[config.mk]
export PLATFORM = sky130hd
export DESIGN_NAME = product_bcd_display
export DESIGN_NICKNAME = d
export VERILOG_FILES = /design/src/rtl/mult_pkg.sv /design/src/rtl/seg7_decode.sv /design/src/rtl/product_bcd_display.sv
export SDC_FILE = /design/constraint.sdc
export NUM_CORES = 1
export LEC_CHECK = 0
export CORE_ASPECT_RATIO = 1.25
export CORE_MARGIN = 2
export CORE_UTILIZATION = 54
export CTS_CLUSTER_DIAMETER = 120
export DETAILED_ROUTE_END_ITERATION = 16
export GPL_ROUTABILITY_DRIVEN = 0
export PLACE_DENSITY = 0.87
export SLEW_MARGIN = 20
export SYNTH_ARGS = -nofsm -noshare
export SYNTH_HDL_FRONTEND = slang
export SYNTH_SLANG_ARGS = --single-unit
[constraint.sdc]
create_clock -name clock -period 2.8 [get_ports clock]
set_input_delay 0.56 -clock clock [delete_from_list [all_inputs] [get_ports clock]]
set_output_delay 0.56 -clock clock [all_outputs]
set_load 0.01 [all_outputs]
[src/rtl/mult_pkg.sv]
// Shared types and constants for the multiplier display path.
// No logic; helper function is combinational.
package mult_pkg;

   typedef enum logic [1:0] {IDLE, SHIFT, DONE} conv_state_t;

   localparam int BCD_DIGITS = 3;
   localparam int PRODUCT_W  = 8;

   localparam logic [6:0] SEG_BLANK = 7'h00;
   // Active-high patterns, bit order {g,f,e,d,c,b,a}
   localparam logic [6:0] SEG_DIGIT [0:9] = '{
      7'h3F, 7'h06, 7'h5B, 7'h4F, 7'h66,
      7'h6D, 7'h7D, 7'h07, 7'h7F, 7'h6F
   };

   function automatic logic [3:0] dabble_adj(input logic [3:0] n);
      return (n >= 4'd5) ? n + 4'd3 : n;
   endfunction

endpackage

[src/rtl/seg7_decode.sv]
// BCD digit to active-high 7-segment pattern; blank or non-decimal input lights nothing.
// Latency: combinational. Backpressure: none.
// Flow: pure function of its inputs.
module seg7_decode
   import mult_pkg::*;
(
   input  logic [3:0] digit,
   input  logic       blank,
   output logic [6:0] pattern
);

   always_comb begin
      pattern = SEG_BLANK;
      if (!blank && digit <= 4'd9)
         pattern = SEG_DIGIT[digit];
   end

endmodule

[src/rtl/product_bcd_display.sv]
// Captures multiplier product on ready rise, double-dabbles it to 3 BCD digits, muxes a 7-seg display.
// Latency: rise at edge N -> bcd/bcd_valid after edge N+9. Backpressure: none; rises while busy are dropped.
// Optional LEADING_ZERO_BLANK_EN blanks leading zero digits (units always shown).
module product_bcd_display
   import mult_pkg::*;
#(
   parameter int REFRESH_DIV    = 1024,
   parameter bit SEG_ACTIVE_LOW = 1'b1
)(
   input  logic                    clock,
   input  logic                    reset,
   input  logic                    ready,
   input  logic [PRODUCT_W-1:0]    product,
   output logic                    busy,
   output logic                    bcd_valid,
   output logic [4*BCD_DIGITS-1:0] bcd,
   output logic [6:0]              seg,
   output logic [BCD_DIGITS-1:0]   dig_sel
);

   localparam int SR_W  = 4*BCD_DIGITS + PRODUCT_W;
   localparam int CNT_W = (REFRESH_DIV > 2) ? $clog2(REFRESH_DIV) : 1;

   conv_state_t      state;
   logic             ready_q;
   logic             rise;
   logic [SR_W-1:0]  sr;
   logic [SR_W-1:0]  sr_adj;
   logic [2:0]       iter;

   assign rise   = ready & ~ready_q;
   assign sr_adj = {dabble_adj(sr[19:16]), dabble_adj(sr[15:12]),
                    dabble_adj(sr[11:8]), sr[7:0]};

   always_ff @(posedge clock) begin
      if (reset) begin
         state     <= IDLE;
         ready_q   <= 1'b0;
         busy      <= 1'b0;
         bcd_valid <= 1'b0;
         bcd       <= '0;
         sr        <= '0;
         iter      <= '0;
      end else begin
         ready_q   <= ready;
         bcd_valid <= 1'b0;
         case (state)
            IDLE: begin
               if (rise) begin
                  sr    <= {{(4*BCD_DIGITS){1'b0}}, product};
                  iter  <= '0;
                  busy  <= 1'b1;
                  state <= SHIFT;
               end
            end
            SHIFT: begin
               sr   <= sr_adj << 1;
               iter <= iter + 3'd1;
               if (iter == 3'd7)
                  state <= DONE;
            end
            DONE: begin
               bcd       <= sr[SR_W-1:PRODUCT_W];
               bcd_valid <= 1'b1;
               busy      <= 1'b0;
               state     <= IDLE;
            end
            default: state <= IDLE;
         endcase
      end
   end

   // Display refresh runs regardless of conversion activity
   logic [CNT_W-1:0] refresh_cnt;
   logic [1:0]       digit_idx;

   always_ff @(posedge clock) begin
      if (reset) begin
         refresh_cnt <= '0;
         digit_idx   <= '0;
      end else if (refresh_cnt == CNT_W'(REFRESH_DIV - 1)) begin
         refresh_cnt <= '0;
         digit_idx   <= (digit_idx == 2'd2) ? 2'd0 : digit_idx + 2'd1;
      end else begin
         refresh_cnt <= refresh_cnt + 1'b1;
      end
   end

   logic [3:0]            cur_digit;
   logic                  cur_blank;
   logic [6:0]            cur_pattern;
   logic [BCD_DIGITS-1:0] cur_onehot;

   always_comb begin
      cur_digit  = bcd[3:0];
      cur_blank  = 1'b0;
      cur_onehot = 3'b001;
      case (digit_idx)
         2'd1: begin
            cur_digit  = bcd[7:4];
            cur_onehot = 3'b010;
`ifdef LEADING_ZERO_BLANK_EN
            cur_blank  = (bcd[11:8] == 4'd0) && (bcd[7:4] == 4'd0);
`else
            cur_blank  = 1'b0;
`endif
         end
         2'd2: begin
            cur_digit  = bcd[11:8];
            cur_onehot = 3'b100;
`ifdef LEADING_ZERO_BLANK_EN
            cur_blank  = (bcd[11:8] == 4'd0);
`else
            cur_blank  = 1'b0;
`endif
         end
         default: ;
      endcase
   end

   seg7_decode u_seg7 (
      .digit   (cur_digit),
      .blank   (cur_blank),
      .pattern (cur_pattern)
   );

   always_ff @(posedge clock) begin
      if (reset) begin
         seg     <= SEG_DIGIT[0] ^ {7{SEG_ACTIVE_LOW}};
         dig_sel <= 3'b001 ^ {3{SEG_ACTIVE_LOW}};
      end else begin
         seg     <= cur_pattern ^ {7{SEG_ACTIVE_LOW}};
         dig_sel <= cur_onehot ^ {3{SEG_ACTIVE_LOW}};
      end
   end

endmodule

==> qor.yml, run 1 <==
worstPathArrival_ps: 2550
syn_area_mm2: 0.00273
num_vias: 2312
synth_top_area_share_pct: 45.5
grtUsageMet2_pct: 34.0
tns_ps: 0
r2r-end: "seg[5]"
yosys-top-cells-area: "dfxtp_1 (46%), nand2_1 (7.4%), ha_1 (7.3%)"
ff2ff_setup_slack_ps: 530
row_count: 28
power_leakage_nw: 1.26
fin_cells: 427
hpwl_mm: 3.79
core_mm2: 0.00480
wl_per_cell_um: 13.2
io-pin-count: 35
cts_resized: 0
vdd.ir_drop.worst_v: 0.000687
clockBufferDepth: 2
grt_max_degree: 31
worst-setup-path-type: "reg -> reg"
viasPerCell: 5.41
required_ps: 3080
num_antenna_cells: 0
drc: 0
p_sw_share_pct: 20.1
insertion_delay_ps: 340
avgSynthCellArea_um2: 8.26
finalClockSkew_ps: 7.98
whs_path_depth: 1
ant_nets: 0
synth_seq_cells: 62
p_total_w: 0.00201
synth_common_cells: "dfxtp_1 (62), nand2_1 (54), nor2_1 (43), a21oi_1 (36)"
rr_worst_depth: 8
grt_usage_pct: 22.1
cts_made_buffers: 9
setup_violations: 0
cts_hold_buf: 0
powerDensity_mw_per_mm2: 599
yosysMostFrequentCell: "dfxtp_1"
first_global_vias: 2153
area_delta_synth_final_pct: 22.9
startpoint_type: "register"
cp_max_fo: 10
cts_setup_buffers: 0
min_period_over_period_pct: 81.2
worst_slew_pin_slew_ps: 819
synth_ff_type: "dfxtp_1"
grt.met3_usage_pct: 6.23
worst_setup_path_end_kind: "register"
grt_overflow: 0
min_to: "refresh_cnt[0]"
nets: 390
grt_first_pass_wirelength_mm: 9.59
firstDrtPassIters: 5
p_seq_share_pct: 45.7
hold_violations: 0
dieArea_mm2: 0.00563
hp-start: "refresh_cnt[0]"
ys_seq_area_share_pct: 45.5
synth.distinct_cells: 34
relSlewSlack_pct: 45.3
status: "completed"
yosysTopAreaCell: "dfxtp_1"
synth_warnings: 0
combPwrFrac_pct: 5.2
use_met1_pct: 27.4
synth_edf_count: 0
fmax_mhz: 440
fillers: 358
gr-max-usage-layer: "met2"
dr.first_iter.drc_count: 126
start_util_pct: 56.8
wl_mm: 5.62
die-width_um: 67.5
timing.rr.start: "digit_idx[0]"
synth_cells: 330
cts.reportedPaths.clkPinSlew_ps: 70
max-cap-violations: 0
p_clk_share_pct: 49.1
async_flop_share_pct: 0
port_buffers: 34
drive_gt1_share_pct: 6.54
synth_nets: 357
htreeDepth: 3
p_int_w: 0.00160
hp-class: "reg -> reg"
min_period_ps: 2270
clock-root-buffer: "clkbuf_8"
antenna_found_initial: 0
cts_tree: "yes"
die_h_um: 83.4
cts.sinks: 62
dp.cells: 412
netSwitchingPower_w: 0.000403
rsz0062_at_grt: "no"
slew_violations: 0
==> metrics by stage <==
step	hold slack (ps)	utilization, %	cell area (um2)	worst slack, ps
6_report	463	69.8	3350	528
5_1_grt	491	69.8	3350	264
4_1_cts	464	69.8	3350	536
3_5_place_dp	449	64.5	3090	543
3_3_place_gp	440	64.5	3090	563
2_1_floorplan	426	-	2730	806
==> cell type report <==
type	count	area [um2]	share of cell area (%)
clock buffers	12	165	4.93
clock inverters	3	90.1	2.69
inverters	12	45.0	1.34
multi-input cells	239	1360	40.5
flip-flops and latches	62	1240	37.1
well taps	60	75.1	2.24
repair buffers	39	378	11.3
==> metal layers <==
metal / share of wire (%) / up-vias / routed length, um
li1: - / 1180 / -
met1: 43 / 1073 / 2400
met2: 51 / 46 / 2850
met3: 3.9 / 13 / 221
met4: 2.7 / 0 / 149
met5: 0 / - / 0
==> layout by cell type (no fill, tap or decap), types with 3 or more instances in the layout <==
cell,synthesis,routed
nor2_1,43,43
nand2_1,54,54
buf_4,0,5
inv_1,11,11
nand2b_1,5,5
clkbuf_8,0,12
nand3_1,16,16
and3_1,5,5
nor3_1,6,6
a22oi_1,6,6
xnor2_1,7,7
ha_1,16,16
nor2b_1,4,4
mux2i_1,3,3
clkdlybuf4s50_1,0,34
xor2_1,6,6
dfxtp_1,62,62
a311oi_1,8,8
bufinv_16,0,3
a21oi_1,36,36
o21ai_0,9,9
==> power groups by stage <==
stage / logic [W] / clock network (W) / registers (W)
3_5_place_dp: 0.000105 / 0 / 0.000936
3_3_place_gp: 0.000101 / 0 / 0.000935
2_1_floorplan: 0.0000715 / 0 / 0.000933
4_1_cts: 0.000105 / 0.000997 / 0.000916
5_1_grt: 0.000117 / 0.00104 / 0.000918
6_report: 0.000104 / 0.000986 / 0.000917
==> cells by family (layout without fill, tap and decap cells) <==
| logic type | after synthesis | in the layout | synth area share (%) |
|---|---|---|---|
| buf+inv | 29 | 66 | 4.73 |
| xor+xnor | 13 | 13 | 4.18 |
| compound gates | 66 | 66 | 14.4 |
| fa+ha+maj | 16 | 16 | 7.35 |
| flops | 62 | 62 | 45.5 |
| simple gates | 141 | 141 | 22.7 |
| mux | 3 | 3 | 1.10 |
==> flip-flops by register name, indices dropped and copies added (netlist names) <==
name	count
bcd	12
bcd_valid	1
busy	1
dig_sel	3
digit_idx	2
iter	3
ready_q	1
refresh_cnt	10
seg	7
sr	20
state	2
==> how the worst max path moves through the flow <==
stage | start | endpoint | slack, ps | cells past startpoint
5_1_grt | digit_idx[0] | seg[5] | 260 | 8
2_1_floorplan | digit_idx[0] | seg[5] | 810 | 9
4_1_cts | digit_idx[0] | seg[5] | 540 | 8
3_5_place_dp | ready | sr[16] | 540 | 4
3_3_place_gp | ready | sr[12] | 560 | 4
6_report | digit_idx[0] | seg[5] | 530 | 8
==> critical path, cell delays in order (launching register included) <==
cell and delay (ps):
dfxtp_1 400, inv_1 100, ha_1 480, nor2_1 70, a21oi_1 340, inv_1 120
ha_1 210, or3_1 360, a21oi_1 140
Note: power is estimated with default switching activity, not from simulation.
==> run 2, diff against run 1 <==
Clock period 2.8 ns to 2.15 ns, I/O delays scaled along.
==> qor.yml, run 2 (same netlist as run 1, synthesis figures left out) <==
status: "completed"
cts_tree: "yes"
cts.sinks: 62
grt_overflow: 0
p_sw_share_pct: 23.6
dr.first_iter.drc_count: 119
combPwrFrac_pct: 6.4
powerDensity_mw_per_mm2: 655
holdWs_ps: 461
largest_reg_flops: 20
min_period_over_period_pct: 94.0
worst_setup_path_end_kind: "register"
top_regs: "sr (20), bcd (12), refresh_cnt (10)"
worst-setup-path-type: "reg -> reg"
p_int_w: 0.00167
cts_made_buffers: 9
nets: 398
path_cells: "inv_1 > ha_1 > a22oi_1 > a21oi_2 > buf_4 > or2_2 > a21oi_1 > o211ai_1"
p_seq_share_pct: 54.8
finalClockSkew_ps: 6.62
setup_violations: 0
hpwl_mm: 4.11
required_ps: 2360
port_buffers: 34
grt_first_pass_wirelength_mm: 9.76
p_total_w: 0.00218
wl_per_cell_um: 13.5
timing.rr.start: "digit_idx[0]"
wl_mm: 5.87
final_common_cell: "dfxtp_1"
num_antenna_cells: 0
worst_slew_pin_slew_ps: 555
cts_hold_buf: 0
crit_path_top_delay_cell: "dfxtp_1"
clockBufferDepth: 2
cts.reportedPaths.clkPinSlew_ps: 60
max-cap-violations: 0
firstDrtPassIters: 4
endpoint: "seg[6]"
ff2ff_setup_slack_ps: 130
grt_max_degree: 34
viasPerCell: 5.45
fmax_mhz: 495
dieArea_mm2: 0.00563
start_util_pct: 56.8
setup_ws_ps: 129
critPathLaunch: "digit_idx[0]"
cp_max_fo: 5
hold_violations: 0
mostFrequentLayoutCells: "dfxtp_1 (62), nand2_1 (54), nor2_1 (43)"
grt_usage_pct: 22.8
drc: 0
insertion_delay_ps: 340
drive_gt1_share_pct: 8.29
die-width_um: 67.5
min_period_ps: 2020
r2r-end: "seg[6]"
rr_worst_depth: 8
num_vias: 2364
largest-register: "sr"
post-place-ws_ps: -12.5
p_clk_share_pct: 38.8
vdd.ir_drop.worst_v: 0.000439
hp-class: "reg -> reg"
htreeDepth: 3
io-pin-count: 35
startpoint_type: "register"
die_h_um: 83.4
row_count: 28
power_leakage_nw: 1.26
ant_nets: 0
slowest_delay_ps: 380
relSlewSlack_pct: 63.0
antenna_found_initial: 0
core_mm2: 0.00480
first_global_vias: 2277
worstPathArrival_ps: 2240
area_delta_synth_final_pct: 22.0
clock-root-buffer: "clkbuf_8"
netSwitchingPower_w: 0.000514
slew_violations: 0
[run 2: cell types whose count changed in the layout (fill, tap and decap cells not counted), sizes merged]
cell / change
clkinv: +2
bufinv: -3
buf: +8
[run 2: routing by layer]
metal / wire length [um] / global-route usage (%) / up-vias
li1: - / - / 1192
met4: 283 / 17.8 / 0
met2: 2960 / 37.3 / 56
met3: 206 / 5.15 / 22
met5: 0 / 0 / -
met1: 2420 / 24.3 / 1094
[run 2: layout make-up]
class,instances,area [um2]
fill,358,1470
inverter,12,45.0
multi-input combinational,239,1370
sequential,62,1240
clock inverter,2,10.0
tap,60,75.1
timing repair buffer,47,438
clock buffer,12,145
[run 2: worst min-delay path by stage]
stage | startpoint | endpoint | slack, ps | cells past startpoint
2_1_floorplan | refresh_cnt[0] | refresh_cnt[0] | 430 | 1
3_3_place_gp | sr[7] | sr[8] | 440 | 2
3_5_place_dp | sr[7] | sr[8] | 460 | 2
4_1_cts | sr[7] | sr[8] | 470 | 2
5_1_grt | sr[7] | sr[8] | 480 | 2
6_report | sr[7] | sr[8] | 460 | 2
[run 2: repair_timing]
action	CTS	global route
buffers inserted	0	4
endpoints found under the setup margin	1	3
gates resized for setup	1	2
[run 2: power by group through the flow]
| stage | clock network (W) | registers (W) | logic (W) |
|---|---|---|---|
| floorplan | 0 | 0.00121 | 0.0000932 |
| global placement | 0 | 0.00122 | 0.000134 |
| detailed placement | 0 | 0.00122 | 0.000138 |
| CTS | 0.000854 | 0.00119 | 0.000140 |
| global route | 0.000901 | 0.00120 | 0.000156 |
| finish | 0.000846 | 0.00119 | 0.000139 |
[run 2: through the flow]
stage | util (%) | cells | area (um2) | TNS [ps]
5_1_grt | 69.3 | 434 | 3330 | -4.66
2_1_floorplan | - | 330 | 2730 | 0
6_report | 69.3 | 434 | 3330 | 0
3_3_place_gp | 65.1 | 416 | 3120 | 0
3_5_place_dp | 65.1 | 416 | 3120 | -12.5
4_1_cts | 68.4 | 430 | 3280 | 0
[run 2: critical path: cells and delay by family (launching register included)]
| family | cells | cell delay [ps] |
|---|---|---|
| buf+inv | 2 | 270 |
| compound gates | 4 | 680 |
| fa+ha+maj | 1 | 260 |
| flops | 1 | 380 |
| simple gates | 1 | 310 |
